--- src/rtl/sram_access_controller.sv ---
// Splits each 32-bit MEM-stage load/store into two half-word accesses on a 16-bit
// asynchronous SRAM, holding ready low until both halves have completed.
module sram_access_controller #(
    parameter int          WAIT_CYCLES = 2,
    parameter int          ADDR_W      = 18,
    parameter logic [31:0] BASE_ADDR   = 32'd1024
) (
    input  logic              clk,
    input  logic              rst,
    input  logic              wr_en,
    input  logic              rd_en,
    input  logic [31:0]       address,
    input  logic [31:0]       write_data,
    output logic [31:0]       read_data,
    output logic              ready,
    output logic [ADDR_W-1:0] sram_addr,
    output logic [15:0]       sram_dq_o,
    input  logic [15:0]       sram_dq_i,
    output logic              sram_dq_oe,
    output logic              sram_we_n,
    output logic              sram_oe_n
);

    localparam int               CNT_W    = (WAIT_CYCLES > 2) ? $clog2(WAIT_CYCLES) : 1;
    localparam logic [CNT_W-1:0] CNT_LAST = CNT_W'(WAIT_CYCLES - 1);

    typedef enum logic [1:0] {
        S_IDLE,
        S_LOW,
        S_HIGH,
        S_DONE
    } state_t;

    state_t            r_state;
    state_t            w_state_next;
    logic [CNT_W-1:0]  r_wait_cnt;
    logic [CNT_W-1:0]  w_wait_cnt_next;
    logic              w_latch;

    // Operation latched when the request is accepted; inputs are ignored afterwards.
    logic              r_op_wr;
    logic [ADDR_W-1:0] r_base_addr;
    logic [31:0]       r_wdata;

    logic [31:0]       w_offset;
    logic [ADDR_W-1:0] w_base_addr_in;
    logic              w_req;
    logic              w_last;

    logic              w_op_wr_eff;
    logic [ADDR_W-1:0] w_base_addr_eff;
    logic [31:0]       w_wdata_eff;
    logic              w_in_phase_next;
    logic              w_high_next;
    logic              w_last_next;

    assign w_req  = wr_en | rd_en;
    assign w_last = (r_wait_cnt == CNT_LAST);

    // Low-half SRAM address is word*2; the subtraction wraps silently.
    assign w_offset       = address - BASE_ADDR;
    assign w_base_addr_in = ADDR_W'({w_offset >> 2, 1'b0});

    // ------------------------------------------------------------------
    // State register
    // ------------------------------------------------------------------
    // NOTE: sequential state uses non-blocking assignments so every register
    // samples pre-edge values regardless of process ordering.
    always_ff @(posedge clk or posedge rst) begin
        if (rst) begin
            r_state    <= S_IDLE;
            r_wait_cnt <= '0;
        end else begin
            r_state    <= w_state_next;
            r_wait_cnt <= w_wait_cnt_next;
        end
    end

    // ------------------------------------------------------------------
    // Next-state logic
    // ------------------------------------------------------------------
    // NOTE: defaults are assigned before the case so no path leaves a
    // combinational output unassigned, which would infer a latch.
    always_comb begin
        w_state_next    = r_state;
        w_wait_cnt_next = r_wait_cnt;
        w_latch         = 1'b0;
        unique case (r_state)
            S_IDLE: begin
                if (w_req) begin
                    w_state_next    = S_LOW;
                    w_wait_cnt_next = '0;
                    w_latch         = 1'b1;
                end
            end
            S_LOW: begin
                if (w_last) begin
                    w_state_next    = S_HIGH;
                    w_wait_cnt_next = '0;
                end else begin
                    w_wait_cnt_next = r_wait_cnt + CNT_W'(1);
                end
            end
            S_HIGH: begin
                if (w_last) begin
                    w_state_next    = S_DONE;
                    w_wait_cnt_next = '0;
                end else begin
                    w_wait_cnt_next = r_wait_cnt + CNT_W'(1);
                end
            end
            S_DONE: begin
                w_state_next = S_IDLE;
            end
            default: begin
                w_state_next    = S_IDLE;
                w_wait_cnt_next = '0;
            end
        endcase
    end

    always_comb begin
        ready = 1'b0;
        unique case (r_state)
            S_IDLE:  ready = ~w_req;
            S_DONE:  ready = 1'b1;
            default: ready = 1'b0;
        endcase
    end

    // ------------------------------------------------------------------
    // Request latch
    // ------------------------------------------------------------------
    always_ff @(posedge clk or posedge rst) begin
        if (rst) begin
            r_op_wr     <= 1'b0;
            r_base_addr <= '0;
            r_wdata     <= '0;
        end else if (w_latch) begin
            r_op_wr     <= wr_en;
            r_base_addr <= w_base_addr_in;
            r_wdata     <= write_data;
        end
    end

    // SRAM pins are registered, so they are derived from the upcoming state;
    // on the accepting edge the request inputs are used before the latch holds them.
    assign w_op_wr_eff     = w_latch ? wr_en          : r_op_wr;
    assign w_base_addr_eff = w_latch ? w_base_addr_in : r_base_addr;
    assign w_wdata_eff     = w_latch ? write_data     : r_wdata;
    assign w_in_phase_next = (w_state_next == S_LOW) || (w_state_next == S_HIGH);
    assign w_high_next     = (w_state_next == S_HIGH);
    assign w_last_next     = (w_wait_cnt_next == CNT_LAST);

    // ------------------------------------------------------------------
    // Registered SRAM interface
    // ------------------------------------------------------------------
    always_ff @(posedge clk or posedge rst) begin
        if (rst) begin
            sram_addr  <= '0;
            sram_dq_o  <= '0;
            sram_dq_oe <= 1'b0;
            sram_we_n  <= 1'b1;
            sram_oe_n  <= 1'b1;
        end else begin
            // Write strobe drops on the final phase cycle to give address/data hold time.
            sram_we_n  <= ~(w_in_phase_next & w_op_wr_eff & ~w_last_next);
            sram_oe_n  <= ~(w_in_phase_next & ~w_op_wr_eff);
            sram_dq_oe <= w_in_phase_next & w_op_wr_eff;
            if (w_in_phase_next) begin
                sram_addr <= w_high_next ? (w_base_addr_eff | ADDR_W'(1)) : w_base_addr_eff;
                if (w_op_wr_eff) begin
                    sram_dq_o <= w_high_next ? w_wdata_eff[31:16] : w_wdata_eff[15:0];
                end
            end
        end
    end

    // ------------------------------------------------------------------
    // Read capture on the last cycle of each read phase
    // ------------------------------------------------------------------
    always_ff @(posedge clk or posedge rst) begin
        if (rst) begin
            read_data <= '0;
        end else if (!r_op_wr && w_last) begin
            if (r_state == S_LOW) begin
                read_data[15:0] <= sram_dq_i;
            end else if (r_state == S_HIGH) begin
                read_data[31:16] <= sram_dq_i;
            end
        end
    end

endmodule

--- config.mk ---
export PLATFORM = sky130hd
export DESIGN_NAME = sram_access_controller
export DESIGN_NICKNAME = d
export VERILOG_FILES = /design/src/rtl/sram_access_controller.sv
export SDC_FILE = /design/constraint.sdc
export NUM_CORES = 1
export LEC_CHECK = 0
export CAP_MARGIN = 10
export CORE_MARGIN = 2
export CORE_UTILIZATION = 40
export DETAILED_ROUTE_END_ITERATION = 10
export PLACE_DENSITY = 0.71
export SYNTH_ARGS = -nofsm -noshare
export SYNTH_HDL_FRONTEND = slang
export SYNTH_SLANG_ARGS = --single-unit
--- constraint.sdc ---
create_clock -name clk -period 11.5 [get_ports clk]
set_input_delay 1.725 -clock clk [delete_from_list [all_inputs] [get_ports clk]]
set_output_delay 1.725 -clock clk [all_outputs]
set_load 0.005 [all_outputs]
Yosys cells after proc, flatten, opt, wreduce, memory -nomap -nowiden
Cells that the tools add are included.
{"block": "totals", "regBits": 123, "word_cells": 52}
{"block": "classes", "add_sub_neg": 2, "n_eq_ne": 5, "n_mux": 15, "n_bitwise": 10, "n_reduce_logical": 8}
{"cell": "2-to-1 mux 32 bit", "n": 1}
{"cell": "subtractor 19 x 11 -> 19 bit, second input constant", "n": 1}
{"cell": "2-to-1 mux 18 bit", "n": 1}
{"cell": "2-to-1 mux 16 bit", "n": 1}
{"cell": "one-hot mux 2 bit (4 select lines)", "n": 1}
{"cell": "equality test 2 bit, second input constant", "n": 3}
{"cell": "2-to-1 mux 1 bit", "n": 6}
{"cell": "2-to-1 mux 2 bit", "n": 3}
{"cell": "inverter 1 bit", "n": 6}
{"cell": "equality test 2 x 1 -> 1 bit, second input constant", "n": 2}
{"cell": "one-hot mux 1 bit (2 select lines)", "n": 2}
{"cell": "AND reduction 2 bit", "n": 2}
{"cell": "bitwise AND 1 bit", "n": 3}
{"cell": "AND reduction 3 bit", "n": 1}
{"cell": "logical NOT 2 bit", "n": 1}
{"cell": "OR reduction 2 bit", "n": 1}
{"cell": "adder 1 bit, second input constant", "n": 1}
{"cell": "logical AND 1 bit", "n": 1}
{"cell": "logical NOT 1 bit", "n": 1}
{"cell": "logical OR 1 bit", "n": 1}
{"cell": "bitwise OR 1 bit", "n": 1}

Logic depth before layout (Yosys ltp)
Gate-level depths: netlist of run 1.
{"block": "logic_depth", "depth_word": 8, "depth_mapped": 11}

Least setup slack after synthesis of run 1
Ideal clock, no wire load.
{"block": "synth_path", "path_kind": "in2out", "start": "input port rd_en", "end": "output port ready", "t_arrival_ns": 2.032, "required_ns": 9.775, "slack_ns": 7.743, "cell_stages": 3, "path_buffers": 0, "path_cell_list": "nor2_1 > a21oi_1 > nor2_1"}
{"block": "synth_via", "elab_chain_len": 3}
{"item": "start, declared", "line": "11", "rtl": "input logic rd_en,"}
{"item": "bitwise OR 1 bit", "line": "57", "rtl": "assign w_req = wr_en | rd_en;"}
{"item": "inverter 1 bit", "line": "125", "rtl": "S_IDLE: ready = ~w_req;"}
{"item": "one-hot mux 1 bit (2 select lines)", "line": "124", "rtl": "unique case (r_state)"}
{"item": "end, declared", "line": "15", "rtl": "output logic ready,"}
Every way passes these cells.

Worst setup path after layout of run 1
Same ends and word-level chain as after synthesis.

==> results.toml, run 1 <==
[sta]
period_needed_ps = 4930
finalClockSkew_ps = 7.30
finalSetupViolCount = 0
hold_viol = 0
tightest_slew_ps = 1100
rsz0062_at_grt = "false"
finalCritPeriodShare_pct = 42.8
setup_slack_ps = 6570
maxSlewViolCount = 0
hold_ws_ps = 469
tns_ps = 0
relSlewSlack_pct = 26.8
fmax_mhz = 203

[global_routing]
first_global_vias = 3755
grt_max_degree = 73
top_usage_layer = "met2"
grt_usage_pct = 16.8
grt_pass1_wl_mm = 18.5
grt_antenna_before_repair = 0
overflow = 0
grtUsageMet2_pct = 26.7
met1_usage_pct = 21.5
met3_usage_pct = 5.41

[layout]
multi_input_area_mm2 = 0.00204
final_nets = 655
most-common-layout-cells = "138 x clkdlybuf4s50_1, 132 x nand2_1, 121 x dfrtp_1"
finalNonFillerCells = 748
drive_gt1_share_pct = 20.0
area_growth_pct = 40.9
fillers = 1085
antenna-diode-count = 0
final_common_cell = "clkdlybuf4s50_1"
post-route-cell-area_mm2 = 0.00737
seqCellArea_mm2 = 0.00308
final_core_util_pct = 58.1

[route]
wirelength_mm = 10.9
num_vias = 3540
drt-initial-drc-count = 172
routedWlPerCell_um = 14.5
drcViolationCount = 0
via_per_inst = 4.73
antenna_left = 0
dr.pass1.iters = 4

[logic_synthesis]
yosysWarnings = 0
netlist_area_mm2 = 0.00523
synth_xor_area_share_pct = 0.670
synth_seq_cells = 123
netlist_instances = 425
synth-edff-count = 0
synth_compound_area_share_pct = 3.04
async_reset_ff_share_pct = 100
synth_top_flop_cell = "dfrtp_1"
synth_area_per_cell_um2 = 12.3
synthesis.nets = 517
synthAdderAreaFrac_pct = 1.91
muxShareOfSynthArea_pct = 20.6
synth-seq-area-share_pct = 58.9
synth_simple_gate_area_share_pct = 12.3
synth_top_family_by_area = "multiplexers"
ys_types = 42

[floorplan]
die_h_um = 118
die_w_um = 118
dieArea_mm2 = 0.0140
core-area_mm2 = 0.0127
start_util_pct = 41.3
io_pins = 154
row_count = 41

[clock_network]
cts-resized-gates = 0
cts_hold_buffers = 0
clk_latency_ps = 410
cts_setup_buffers = 0
h-tree-depth = 4
cts.sinks = 123
cts.clk_slew.worst_paths_ps = 50
clk_path_buf_depth = 2
cts_made_buffers = 17
cts-root-buf = "clkbuf_16"
cts_tree = "yes"

[setup_path]
crit_path_end_kind = "primary output"
worstPathMaxFanout = 5
arrival_ps = 3200
worstSetupStartpointType = "primary input"
reg2reg_to = "sram_dq_o[8]"
crit_type = "in2out"
r2r_setup_slack_ps = 8020
r2r-start = "r_state[1]"
crit_required_ps = 9780
worst-r2r-cell-count = 8

[pwr]
leakage_nw = 3.28
vdd_ir_drop_max_mv = 0.156
powerDensity_mw_per_mm2 = 308
power.total_mw = 2.27

[job]
drv_cap = 0

[placed_design]
hpwl_mm = 7.33
place_ws_ps = 6550
placed_area_mm2 = 0.00677
gp_congestion = 0.802
placedCellCount = 716
portBuffers = 138

[run_status]
status = "complete, no violations"

[min_path]
hp-class = "reg2reg"
hold_depth = 2
whs_endpoint = "r_wdata[30]"
hp-start = "r_wdata[30]"
[cells in the mapped netlist, drive strengths merged, types with 3 or more instances]
master	instances	area share, %
a21oi	4	0.38
buf	12	1.4
clkbuf	10	0.72
dfrtp	121	58
ha	8	1.9
inv	6	0.43
mux2	62	13
mux4	16	7.0
nand2	132	9.5
nor2	10	0.72
o21ai	8	0.77
o31ai	3	0.43
[how the worst max path moves through the flow]
stage,startpoint,endpoint,cells past startpoint
3_5_place_dp,rd_en,sram_dq_o[8],7
5_1_grt,rd_en,ready,5
3_3_place_gp,rd_en,ready,5
4_1_cts,rd_en,ready,5
2_1_floorplan,rst,r_base_addr[0],1
6_report,rd_en,ready,5
[where the power goes]
group	internal, mW	switching [mW]
Sequential	0.655	0.100
Clock	0.357	0.177
Combinational	0.575	0.402
[worst max-delay path, stage by stage]
cell and delay (ps):
clkdlybuf4s50_1 520, nor2_1 190, a21oi_1 100, nor2_1 110, clkdlybuf4s50_1 550
[state kept, by name, indices dropped and copies added (netlist names)]
signal / flops
sram_addr: 18
sram_dq_o: 16
r_state: 2
r_op_wr: 1
r_wdata: 32
sram_oe_n: 1
sram_we_n: 1
sram_dq_oe: 1
r_base_addr: 18
read_data: 32
r_wait_cnt: 1
[logic make-up after synthesis]
family	count (synthesis)
flops	123
compound gates	25
fa+ha+maj	8
simple gates	158
buf+inv	28
mux	79
xor+xnor	4
[per-layer routing]
| metal | routed length [um] | vias up |
|---|---|---|
| met5 | 0 | - |
| met4 | 182 | 0 |
| met3 | 603 | 15 |
| met2 | 5210 | 98 |
| met1 | 4870 | 1708 |
| li1 | - | 1719 |
[layout make-up]
cell class | instances | share of cell area (%)
timing repair buffer | 141 | 19.1
inverter | 6 | 0.340
tap | 172 | 2.92
clock buffer | 25 | 6.59
multi-input combinational | 274 | 27.7
sequential | 123 | 41.8
clock inverter | 7 | 1.53
Note: power is estimated with default switching activity, not from simulation.
==> inputs of run 2 (changes only) <==
Settings changed: PLACE_DENSITY 0.71 to 0.74.
Clock period 11.5 ns to 4.17 ns, I/O delays scaled along.
==> results.toml, run 2 (synthesis results as in run 1) <==
[setup_path]
crit_path_start = "rd_en"
slowest_stage = "clkdlybuf4s50_1"
slowest_delay_ps = 550
worstPathMaxFanout = 5
cp_top_family = "buffers and inverters"
crit_type = "in2out"
crit_path_end_kind = "primary output"
r2r-start = "r_state[1]"
arrival_ps = 2130
r2r_setup_slack_ps = 1480
crit_required_ps = 3540
path_buf_inv = 2
path_cells = "clkdlybuf4s50_1, nor2_1, a21oi_1, nor2_1, clkdlybuf4s50_1"
worstSetupStartpointType = "primary input"

[layout]
final_nets = 660
most-common-layout-cells = "138 x clkdlybuf4s50_1, 132 x nand2_1, 121 x dfrtp_1"
final_common_cell = "clkdlybuf4s50_1"
area_growth_pct = 40.2
finalNonFillerCells = 749
reg_top3 = "r_wdata: 32 flops, read_data: 32 flops"
drive_gt1_share_pct = 20.1
antenna-diode-count = 0

[clock_network]
clk_latency_ps = 410
cts.clk_slew.worst_paths_ps = 50
cts-resized-gates = 0
cts_setup_buffers = 0
cts.sinks = 123
h-tree-depth = 4
cts_made_buffers = 17
cts-root-buf = "clkbuf_16"
cts_tree = "yes"
clk_path_buf_depth = 2
cts_hold_buffers = 0

[min_path]
hp-class = "reg2reg"
hp-start = "r_base_addr[6]"

[placed_design]
hpwl_mm = 8.04
placedCellCount = 721
place_ws_ps = 1070
gp_congestion = 0.846
portBuffers = 138

[run_status]
status = "complete, no violations"

[sta]
tns_ps = 0
hold_viol = 0
finalCritPeriodShare_pct = 66.1
relSlewSlack_pct = 26.2
period_needed_ps = 2760
tightest_slew_ps = 1100
fmax_mhz = 363
setup_slack_ps = 1410
finalSetupViolCount = 0
finalClockSkew_ps = 10.4
rsz0062_at_grt = "false"
maxSlewViolCount = 0

[route]
routedWlPerCell_um = 15.5
drt-initial-drc-count = 213
dr.pass1.iters = 6
antenna_left = 0
via_per_inst = 5.00
num_vias = 3745
wirelength_mm = 11.6
drcViolationCount = 0

[floorplan]
row_count = 41
io_pins = 154
die_w_um = 118
start_util_pct = 41.3
dieArea_mm2 = 0.0140
die_h_um = 118
core-area_mm2 = 0.0127

[pwr]
vdd_ir_drop_max_mv = 0.380
leakage_nw = 3.27
power.total_mw = 6.16
powerDensity_mw_per_mm2 = 840

[global_routing]
first_global_vias = 4004
grt_antenna_before_repair = 0
overflow = 0
grt_usage_pct = 17.8
grt_max_degree = 68
grt_pass1_wl_mm = 19.7

[job]
drv_cap = 0
## run 2: per-layer routing
| metal | global-route usage (%) | part of all wire (%) | up-vias |
|---|---|---|---|
| met3 | 6.03 | 5.8 | 8 |
| met5 | 0 | 0 | - |
| met2 | 29.4 | 49 | 115 |
| li1 | - | - | 1731 |
| met4 | 5.50 | 0.66 | 0 |
| met1 | 22.1 | 44 | 1891 |
## run 2: path summary, 6_finish.rpt
| path | end | depth (start not counted) |
|---|---|---|
| max in group asynchronous | read_data[20] | 3 |
| min in group asynchronous | sram_dq_oe | 2 |
| min | r_base_addr[6] | 2 |
| max reg2reg | sram_dq_o[3] | 10 |
| max | ready | 5 |
| min reg2reg | r_base_addr[6] | 2 |
## run 2: area by class of cell
class                           instances  area [um2]
Tap cell                              172         215
Timing Repair Buffer                  146        1440
Fill cell                            1087        5340
Clock inverter                          3        40.0
Inverter                                6        25.0
Sequential cell                       123        3080
Clock buffer                           25         485
Multi-Input combinational cell        274        2040
## run 2: worst register-to-register path, delay by kind of cell, from the launching register on
family / cells / cell delay [ps]
fa+ha+maj: 2 / 560
simple gates: 2 / 300
mux: 1 / 380
buf+inv: 3 / 640
compound gates: 2 / 280
flops: 1 / 430
## run 2: power breakdown
group / switching, mW / internal, mW
clock: 0.469 / 0.850
sequential: 0.293 / 1.81
combinational: 1.13 / 1.61
total: 1.89 / 4.27
## run 2: stage by stage
step	area (um2)	util, %	hold slack, ps
floorplan	5230	-	437
global placement	6810	53.7	449
detailed placement	6810	53.7	456
CTS	7330	57.9	468
global route	7330	57.9	494
finish	7330	57.9	465
